$ cat src/rtl/hazard_ctrl_pkg.sv
// Shared types and constants for the pipeline hazard controller.
package hazard_ctrl_pkg;

    localparam int MC_MAX_WAIT = 4;

    // Register address: 0..31 are architectural registers, NO_REG marks an unused slot.
    typedef logic [5:0] reg_add_e;
    localparam reg_add_e NO_REG = 6'h3f;

    typedef enum logic [1:0] {NO_WB, WB_ALU, WB_MEM, WB_MC} wb_sel_e;

    typedef enum logic [1:0] {HZ_RUN, HZ_DRAIN, HZ_DONE} hazard_state_e;

    // True when the address names a real register of a file with nregs entries.
    function automatic logic reg_valid(input reg_add_e r, input int nregs);
        return (r != NO_REG) && (int'(r) < nregs);
    endfunction

endpackage

$ cat src/rtl/hazard_ctrl_if.sv
// Pipeline <-> hazard controller signal bundle.
interface hazard_ctrl_if;
    import hazard_ctrl_pkg::*;

    reg_add_e rs1_i, rs2_i;
    reg_add_e rs1_float_i, rs2_float_i, rs3_float_i;
    reg_add_e rd_ex_i, rd_float_ex_i;
    wb_sel_e  wb_ex_i;
    logic     load_ex_i;
    wb_sel_e  wb_wb_i;
    logic     mc_issue_i;
    reg_add_e mc_rd_i;
    logic     mc_float_i;
    logic     mc_done_i;
    reg_add_e mc_done_rd_i;
    logic     mc_done_float_i;
    logic     drain_req_i;
    logic     stall_id_o;
    logic     freeze_o;
    logic     mc_grant_o;
    logic     drain_done_o;

    modport master (
        output rs1_i, rs2_i, rs1_float_i, rs2_float_i, rs3_float_i,
        output rd_ex_i, rd_float_ex_i, wb_ex_i, load_ex_i, wb_wb_i,
        output mc_issue_i, mc_rd_i, mc_float_i,
        output mc_done_i, mc_done_rd_i, mc_done_float_i, drain_req_i,
        input  stall_id_o, freeze_o, mc_grant_o, drain_done_o
    );

    modport slave (
        input  rs1_i, rs2_i, rs1_float_i, rs2_float_i, rs3_float_i,
        input  rd_ex_i, rd_float_ex_i, wb_ex_i, load_ex_i, wb_wb_i,
        input  mc_issue_i, mc_rd_i, mc_float_i,
        input  mc_done_i, mc_done_rd_i, mc_done_float_i, drain_req_i,
        output stall_id_o, freeze_o, mc_grant_o, drain_done_o
    );
endinterface

$ cat src/rtl/hazard_ctrl_reg_scoreboard.sv
// Pending-write bit vector with one set port, one clear port and three lookups.
module reg_scoreboard
    import hazard_ctrl_pkg::*;
#(
    parameter int NREGS     = 32,
    parameter bit HARD_ZERO = 1'b1   // register 0 is hardwired and never pending
) (
    input  logic             clk,
    input  logic             rst,
    input  logic             set_en,
    input  reg_add_e         set_rd,
    input  logic             clr_en,
    input  reg_add_e         clr_rd,
    input  reg_add_e [2:0]   look_rd,
    output logic [2:0]       hit,
    output logic [NREGS-1:0] pend,
    output logic             empty
);
    localparam int IW = $clog2(NREGS);

    logic [NREGS-1:0] bits;

    // Clear first, then set, so a same-cycle set on the retiring register stays pending.
    always_ff @(posedge clk) begin
        if (rst) begin
            bits <= '0;
        end else begin
            if (clr_en && reg_valid(clr_rd, NREGS))
                bits[clr_rd[IW-1:0]] <= 1'b0;
            if (set_en && reg_valid(set_rd, NREGS) && !(HARD_ZERO && set_rd == '0))
                bits[set_rd[IW-1:0]] <= 1'b1;
        end
    end

    // Lookups read the current (pre-update) bits.
    always_comb begin
        hit = '0;
        for (int i = 0; i < 3; i++)
            hit[i] = reg_valid(look_rd[i], NREGS) && bits[look_rd[i][IW-1:0]];
    end

    assign pend  = bits;
    assign empty = (bits == '0);

endmodule

$ cat src/rtl/hazard_ctrl.sv
// Hazard controller: load-use / scoreboard stalls, write-port arbitration, drain sequencing.
module hazard_ctrl
    import hazard_ctrl_pkg::*;
#(
    parameter int MAX_WAIT = MC_MAX_WAIT,
    parameter int NREGS    = 32
) (
    input  logic          clk_i,
    input  logic          reset_i,
    hazard_ctrl_if.slave  hz
);
    localparam int IW = $clog2(NREGS);
    localparam int CW = $clog2(MAX_WAIT + 1);

    hazard_state_e    state, state_nxt;
    logic [CW-1:0]    wait_cnt;
    logic             at_max, wb_busy, grant, freeze;
    logic             stall_raw, issue_ok;
    logic [2:0]       hit_int, hit_fp;
    logic [NREGS-1:0] pend_int;
    logic             empty_int, empty_fp;
    logic             lu_int, lu_fp, waw_int, waw_fp;

    // Write port: idle WB yields immediately; otherwise a starved result forces a freeze.
    assign at_max  = (wait_cnt == CW'(MAX_WAIT));
    assign wb_busy = (hz.wb_wb_i != NO_WB);
    assign grant   = hz.mc_done_i && (!wb_busy || at_max);
    assign freeze  = hz.mc_done_i && at_max;

    // Wait counter counts starved cycles, clears on grant or when no result is waiting.
    always_ff @(posedge clk_i) begin
        if (reset_i)
            wait_cnt <= '0;
        else if (grant || !hz.mc_done_i)
            wait_cnt <= '0;
        else if (!at_max)
            wait_cnt <= wait_cnt + 1'b1;
    end

    // A frozen pipe is not advancing, so the issuing op is not accepted either.
    assign issue_ok = hz.mc_issue_i && !stall_raw && !freeze;

    reg_scoreboard #(.NREGS(NREGS), .HARD_ZERO(1'b1)) u_sb_int (
        .clk(clk_i), .rst(reset_i),
        .set_en(issue_ok && !hz.mc_float_i), .set_rd(hz.mc_rd_i),
        .clr_en(grant && !hz.mc_done_float_i), .clr_rd(hz.mc_done_rd_i),
        .look_rd({NO_REG, hz.rs2_i, hz.rs1_i}),
        .hit(hit_int), .pend(pend_int), .empty(empty_int)
    );

    // WAW: the retiring register is already being written this cycle, so it is not a hazard.
    assign waw_int = hz.mc_issue_i && !hz.mc_float_i && reg_valid(hz.mc_rd_i, NREGS)
                   && pend_int[hz.mc_rd_i[IW-1:0]]
                   && !(grant && !hz.mc_done_float_i && hz.mc_done_rd_i == hz.mc_rd_i);

    assign lu_int = hz.load_ex_i && (hz.wb_ex_i != NO_WB) && (hz.rd_ex_i != '0)
                  && (hz.rd_ex_i != NO_REG)
                  && (hz.rd_ex_i == hz.rs1_i || hz.rd_ex_i == hz.rs2_i);

`ifdef FPU
    logic [NREGS-1:0] pend_fp;

    reg_scoreboard #(.NREGS(NREGS), .HARD_ZERO(1'b0)) u_sb_fp (
        .clk(clk_i), .rst(reset_i),
        .set_en(issue_ok && hz.mc_float_i), .set_rd(hz.mc_rd_i),
        .clr_en(grant && hz.mc_done_float_i), .clr_rd(hz.mc_done_rd_i),
        .look_rd({hz.rs3_float_i, hz.rs2_float_i, hz.rs1_float_i}),
        .hit(hit_fp), .pend(pend_fp), .empty(empty_fp)
    );

    assign waw_fp = hz.mc_issue_i && hz.mc_float_i && reg_valid(hz.mc_rd_i, NREGS)
                  && pend_fp[hz.mc_rd_i[IW-1:0]]
                  && !(grant && hz.mc_done_float_i && hz.mc_done_rd_i == hz.mc_rd_i);

    assign lu_fp = hz.load_ex_i && (hz.wb_ex_i != NO_WB) && (hz.rd_float_ex_i != NO_REG)
                 && (hz.rd_float_ex_i == hz.rs1_float_i || hz.rd_float_ex_i == hz.rs2_float_i
                     || hz.rd_float_ex_i == hz.rs3_float_i);
`else
    logic unused_fp;
    assign unused_fp = ^{hz.rs1_float_i, hz.rs2_float_i, hz.rs3_float_i, hz.rd_float_ex_i};
    assign hit_fp    = '0;
    assign empty_fp  = 1'b1;
    assign waw_fp    = 1'b0;
    assign lu_fp     = 1'b0;
`endif

    assign stall_raw = lu_int || lu_fp || (|hit_int) || (|hit_fp) || waw_int || waw_fp
                     || (state == HZ_DRAIN);

    assign hz.stall_id_o = stall_raw && !freeze;
    assign hz.freeze_o   = freeze;
    assign hz.mc_grant_o = grant;

    // Drain FSM state register.
    always_ff @(posedge clk_i) begin
        if (reset_i)
            state <= HZ_RUN;
        else
            state <= state_nxt;
    end

    // Drain FSM next state and done flag.
    always_comb begin
        state_nxt       = state;
        hz.drain_done_o = 1'b0;
        case (state)
            HZ_RUN:   if (hz.drain_req_i) state_nxt = HZ_DRAIN;
            HZ_DRAIN: begin
                if (!hz.drain_req_i)
                    state_nxt = HZ_RUN;
                else if (empty_int && empty_fp && !hz.mc_done_i)
                    state_nxt = HZ_DONE;
            end
            HZ_DONE: begin
                hz.drain_done_o = 1'b1;
                if (!hz.drain_req_i) state_nxt = HZ_RUN;
            end
            default:  state_nxt = HZ_RUN;
        endcase
    end

endmodule

$ cat src/flat_wrapper.sv
// flat-port wrapper written by rule: the top's interface ports become plain ports
module hazard_ctrl_flat import hazard_ctrl_pkg::*;
#(
    parameter int MAX_WAIT = MC_MAX_WAIT,
    parameter int NREGS    = 32
)
  (clk_i, reset_i, hz_rs1_i, hz_rs2_i, hz_rs1_float_i, hz_rs2_float_i, hz_rs3_float_i, hz_rd_ex_i, hz_rd_float_ex_i, hz_wb_ex_i, hz_load_ex_i, hz_wb_wb_i, hz_mc_issue_i, hz_mc_rd_i, hz_mc_float_i, hz_mc_done_i, hz_mc_done_rd_i, hz_mc_done_float_i, hz_drain_req_i, hz_stall_id_o, hz_freeze_o, hz_mc_grant_o, hz_drain_done_o);
  hazard_ctrl_if hz_i ();
  input  logic clk_i;
  input  logic reset_i;
  input wire logic [$bits(hz_i.rs1_i)-1:0] hz_rs1_i;
  input wire logic [$bits(hz_i.rs2_i)-1:0] hz_rs2_i;
  input wire logic [$bits(hz_i.rs1_float_i)-1:0] hz_rs1_float_i;
  input wire logic [$bits(hz_i.rs2_float_i)-1:0] hz_rs2_float_i;
  input wire logic [$bits(hz_i.rs3_float_i)-1:0] hz_rs3_float_i;
  input wire logic [$bits(hz_i.rd_ex_i)-1:0] hz_rd_ex_i;
  input wire logic [$bits(hz_i.rd_float_ex_i)-1:0] hz_rd_float_ex_i;
  input wire logic [$bits(hz_i.wb_ex_i)-1:0] hz_wb_ex_i;
  input wire logic [$bits(hz_i.load_ex_i)-1:0] hz_load_ex_i;
  input wire logic [$bits(hz_i.wb_wb_i)-1:0] hz_wb_wb_i;
  input wire logic [$bits(hz_i.mc_issue_i)-1:0] hz_mc_issue_i;
  input wire logic [$bits(hz_i.mc_rd_i)-1:0] hz_mc_rd_i;
  input wire logic [$bits(hz_i.mc_float_i)-1:0] hz_mc_float_i;
  input wire logic [$bits(hz_i.mc_done_i)-1:0] hz_mc_done_i;
  input wire logic [$bits(hz_i.mc_done_rd_i)-1:0] hz_mc_done_rd_i;
  input wire logic [$bits(hz_i.mc_done_float_i)-1:0] hz_mc_done_float_i;
  input wire logic [$bits(hz_i.drain_req_i)-1:0] hz_drain_req_i;
  output wire logic [$bits(hz_i.stall_id_o)-1:0] hz_stall_id_o;
  output wire logic [$bits(hz_i.freeze_o)-1:0] hz_freeze_o;
  output wire logic [$bits(hz_i.mc_grant_o)-1:0] hz_mc_grant_o;
  output wire logic [$bits(hz_i.drain_done_o)-1:0] hz_drain_done_o;
  assign hz_i.rs1_i = hz_rs1_i;
  assign hz_i.rs2_i = hz_rs2_i;
  assign hz_i.rs1_float_i = hz_rs1_float_i;
  assign hz_i.rs2_float_i = hz_rs2_float_i;
  assign hz_i.rs3_float_i = hz_rs3_float_i;
  assign hz_i.rd_ex_i = hz_rd_ex_i;
  assign hz_i.rd_float_ex_i = hz_rd_float_ex_i;
  assign hz_i.wb_ex_i = hz_wb_ex_i;
  assign hz_i.load_ex_i = hz_load_ex_i;
  assign hz_i.wb_wb_i = hz_wb_wb_i;
  assign hz_i.mc_issue_i = hz_mc_issue_i;
  assign hz_i.mc_rd_i = hz_mc_rd_i;
  assign hz_i.mc_float_i = hz_mc_float_i;
  assign hz_i.mc_done_i = hz_mc_done_i;
  assign hz_i.mc_done_rd_i = hz_mc_done_rd_i;
  assign hz_i.mc_done_float_i = hz_mc_done_float_i;
  assign hz_i.drain_req_i = hz_drain_req_i;
  assign hz_stall_id_o = hz_i.stall_id_o;
  assign hz_freeze_o = hz_i.freeze_o;
  assign hz_mc_grant_o = hz_i.mc_grant_o;
  assign hz_drain_done_o = hz_i.drain_done_o;
  hazard_ctrl #(.MAX_WAIT(MAX_WAIT), .NREGS(NREGS)) u_core (.clk_i(clk_i), .reset_i(reset_i), .hz(hz_i));
endmodule
$ cat config.mk
export PLATFORM = sky130hd
export DESIGN_NAME = hazard_ctrl_flat
export DESIGN_NICKNAME = d
export VERILOG_FILES = /design/src/rtl/hazard_ctrl_pkg.sv /design/src/rtl/hazard_ctrl_if.sv /design/src/rtl/hazard_ctrl_reg_scoreboard.sv /design/src/rtl/hazard_ctrl.sv /design/src/flat_wrapper.sv
export SDC_FILE = /design/constraint.sdc
export NUM_CORES = 1
export LEC_CHECK = 0
export BUFFER_PORTS_ARGS = -buffer_cell sky130_fd_sc_hd__buf_2
export CORE_UTILIZATION = 44
export DETAILED_ROUTE_END_ITERATION = 8
export MAX_ROUTING_LAYER = met4
export PLACE_DENSITY_LB_ADDON = 0.08
export SYNTH_ARGS = -nofsm -noshare
export SYNTH_HDL_FRONTEND = slang
export SYNTH_SLANG_ARGS = --single-unit
$ cat constraint.sdc
create_clock -name clk_i -period 3.3 [get_ports clk_i]
set_input_delay 0.33 -clock clk_i [delete_from_list [all_inputs] [get_ports clk_i]]
set_output_delay 0.33 -clock clk_i [all_outputs]
set_load 0.02 [all_outputs]
==> key figures <==
Routing
  • Max layer used: met4
  • Post-route ant nets: 0
  • WL/cell: 20.1 µm
  • Post-Route M1 WL: roughly 4300 µm
  • Final wirelength: between 10000 and 15000 µm
  • WL met3: a little under 800 µm
  • Routed vias: roughly 3000
  • Met2 WL: roughly 4700 µm
  • Via density per instance: 6.09
  • 1st-iter DRT viols: 238
  • Residual DRC: 0
  • Detailed-router iteration count before antenna repair: 4

Global routing
  • Tot GR Track Use: 29.0%
  • Largest net degree at the start of global routing: 39
  • Grt total ovfl: 0
  • Global-route wire length before repair: between 15000 and 20000 µm
  • Antenna violations before repair: 0
  • Vias in the first global route: between 2000 and 3000

Critical path
  • Critical Path Fanout Max: 5
  • Crit path max-delay family: simple AND/OR/NAND/NOR gates
  • Startpoint class of the critical path: flip-flop
  • CP arrival: around 2.4 ns
  • Instance count on the critical path: 7
  • CP required: 2.97 ns
  • WS Path Type: flip-flop to output port
  • Critical Path Sink Type: output port
  • Worst reg-to-reg path cell count: 7
  • Critical path buffer and inverter count: 1
  • Worst path cell trace: mux4_2 -> and3_1 -> or4_1 -> a21oi_2 -> o21ai_2 -> o21a_1 -> buf_2
  • Slowest stage delay, CP: 0.49 ns
  • CP max stage cell: mux4_2
  • Flop-to-flop setup slack: 0.89 ns

Synth
  • Cells after Synth: 371
  • Ys async rst share: 0%
  • Synthesized flop and latch total: 37
  • Ys Warns: 0
  • Net Count, Synth: 439
  • Synth Flop Type: dfxtp_1
  • Syn avg cell area: 8.69 µm²
  • Leading post-synthesis cells by cell area: dfxtp_1 23%, mux4_2 14%, nor2b_1 8.0%
  • Synth top area share: 23.0%
  • Synth Cell Area: around 3200 µm²
  • Distinct cells, synth: 54
  • Number of synthesized flops with an enable pin: 0
  • Sequential fraction of the synthesis area: roughly 23%
  • Area leader, netlist: dfxtp_1

Finish
  • Most common library cell in the layout ignoring fill and taps: buf_2
  • Fillers: 685
  • Multi-input logic area: roughly 2300 µm²
  • N_diodes: 0
  • Register area: around 740 µm²
  • Layout area overhead: 10.1%
  • Fin nets: 469
  • Final core occ: roughly half
  • Commonest cells after routing, fill and taps aside: 45 x buf_2, 41 x o21ai_0, 41 x nor2b_1
  • Layout cells sized above 1: 26.4%

Power
  • Worst VDD drop: ~190 µV
  • Internal power: between 0.6 and 0.7 mW
  • Psw: between 0.3 and 0.4 mW
  • Combinational power share: 21.4%
  • Clock share of power: 33.5%
  • Sw Share: 32.6%
  • PwrDens: 282 nW/µm²
  • Static Leak: approximately 1.3 nW
  • Sequential share of power: 45.2%

Flow run
  • # Max-Cap Violations: 0

Worst hold path
  • Min-delay worst type: primary input to flip-flop
  • WHS Path Cells: 2

Timing
  • Worst-Margin Slew: between 0.7 and 0.8 ns
  • RSZ-0062 raised after global routing: false
  • Fin crit period: approximately 2.8 ns
  • Pins over their slew limit: 0
  • Final hold vios: 0
  • Setup Skew: between 0.006 and 0.007 ns
  • Final setup vio count: 0
  • Max Clk Rate: about 360 MHz
  • Setup_tns: 0 ns
  • Final worst path period share: approximately 84%
  • Slew margin rel.: 47.1%

Clock network
  • TritonCTS Buffers: 5
  • Clk buf depth: 2
  • Clock slew at reported path FFs: ~0.08 ns
  • Setup Fix Bufs, Post-CTS: 0
  • H-tree Lvls: 2
  • CTS Hold Buffers Added: 0
  • Post-CTS resize count: 0
  • Root Buffer: clkbuf_8
  • Worst-Skew Late Latency: 0.30 ns
  • CTS Sinks: 37
  • CTS tree: yes

Floorplan
  • Die Span Y: just under 90 µm
  • Starting Density: a little under half
  • Std-Cell Rows: 30
  • Die footprint: about 7700 µm²
  • Die W: between 80 and 90 µm
  • IO Count: 70
  • Core Area: a little under 7000 µm²

Place
  • DP HPWL: approximately 7200 µm
  • GPL Wtd Cong: 0.868
  • IO Port Bufs: 45

Outcome
  • Outcome: completed
routing by layer:
layer | vias up | track usage, %
li1 | 1452 | -
met1 | 1424 | 37.5
met2 | 135 | 45.4
met3 | 22 | 6.03
met4 | 0 | 9.24
met5 | - | -
worst paths after layout:
kind / to / start
setup reg to reg: u_core.u_sb_int.pend[12] / u_core.u_sb_int.pend[26]
setup / recovery: hz_stall_id_o / u_core.u_sb_int.pend[26]
hold reg to reg: u_core.wait_cnt[0] / u_core.wait_cnt[0]
hold / removal: u_core.state[1] / hz_drain_req_i
synth_stat cells, types with 2 or more instances:
cell type   n
nand2_1    24
nand3_1    33
dfxtp_1    37
ha_1        2
o21ai_0    41
and4_1      2
and2_1      6
mux2_2      4
and3_1      4
o31ai_1     4
o211ai_1    2
nand4_1     3
mux2i_1    11
nand2b_1    2
nor3_1      4
a21oi_1     3
or4_1       3
buf_1       2
buf_6       4
clkbuf_1   13
nor4_1     10
buf_2       6
inv_1       7
xor2_1      4
nor2_1     15
nor2b_1    41
xnor2_1    14
a31oi_1     4
nor4b_1     2
o31ai_2    18
mux4_2     20
nor3b_1     4
area by class of cell:
cell class | count | share of cell area, %
sequential | 37 | 20.9
inverter | 7 | 0.740
clock inverter | 3 | 0.599
multi-input combinational | 301 | 65.3
clock buffer | 5 | 1.94
timing repair buffer | 49 | 7.19
tap | 96 | 3.38
logic make-up (layout without fill, tap and decap cells):
family | after synthesis | count (layout) | share of synthesized area, %
AND/OR/NAND/NOR | 158 | 158 | 26.9
AO/OA/AOI/OAI | 88 | 88 | 20.6
flip-flops | 37 | 37 | 23.0
multiplexers | 35 | 35 | 18.8
buffers and inverters | 33 | 64 | 5.12
XOR/XNOR | 18 | 18 | 4.89
adder cells (fa/ha/maj) | 2 | 2 | 0.776
power groups by stage:
stage,logic (mW),registers (mW),clock network (mW)
4_1_cts,0.213,0.452,0.343
5_1_grt,0.233,0.453,0.359
3_5_place_dp,0.212,0.463,0
3_3_place_gp,0.211,0.463,0
6_report,0.214,0.452,0.335
2_1_floorplan,0.145,0.461,0
flip-flops by register name, summed over array words and instances (netlist names):
register	cells
u_core.state	2
u_core.u_sb_int.pend	32
u_core.wait_cnt	3
per-stage QoR:
step / hold slack, ns / setup slack, ns / area [µm²] / std cells / power, mW
2_1_floorplan: 0.417 / 0.711 / 3230 / 371 / 0.607
3_3_place_gp: 0.430 / 0.662 / 3460 / 490 / 0.673
3_5_place_dp: 0.435 / 0.654 / 3460 / 490 / 0.675
4_1_cts: 0.295 / 0.542 / 3550 / 498 / 1.01
5_1_grt: 0.305 / 0.443 / 3550 / 498 / 1.04
6_report: 0.304 / 0.534 / 3550 / 498 / 1.00
Power figures use the tool's default switching activity.
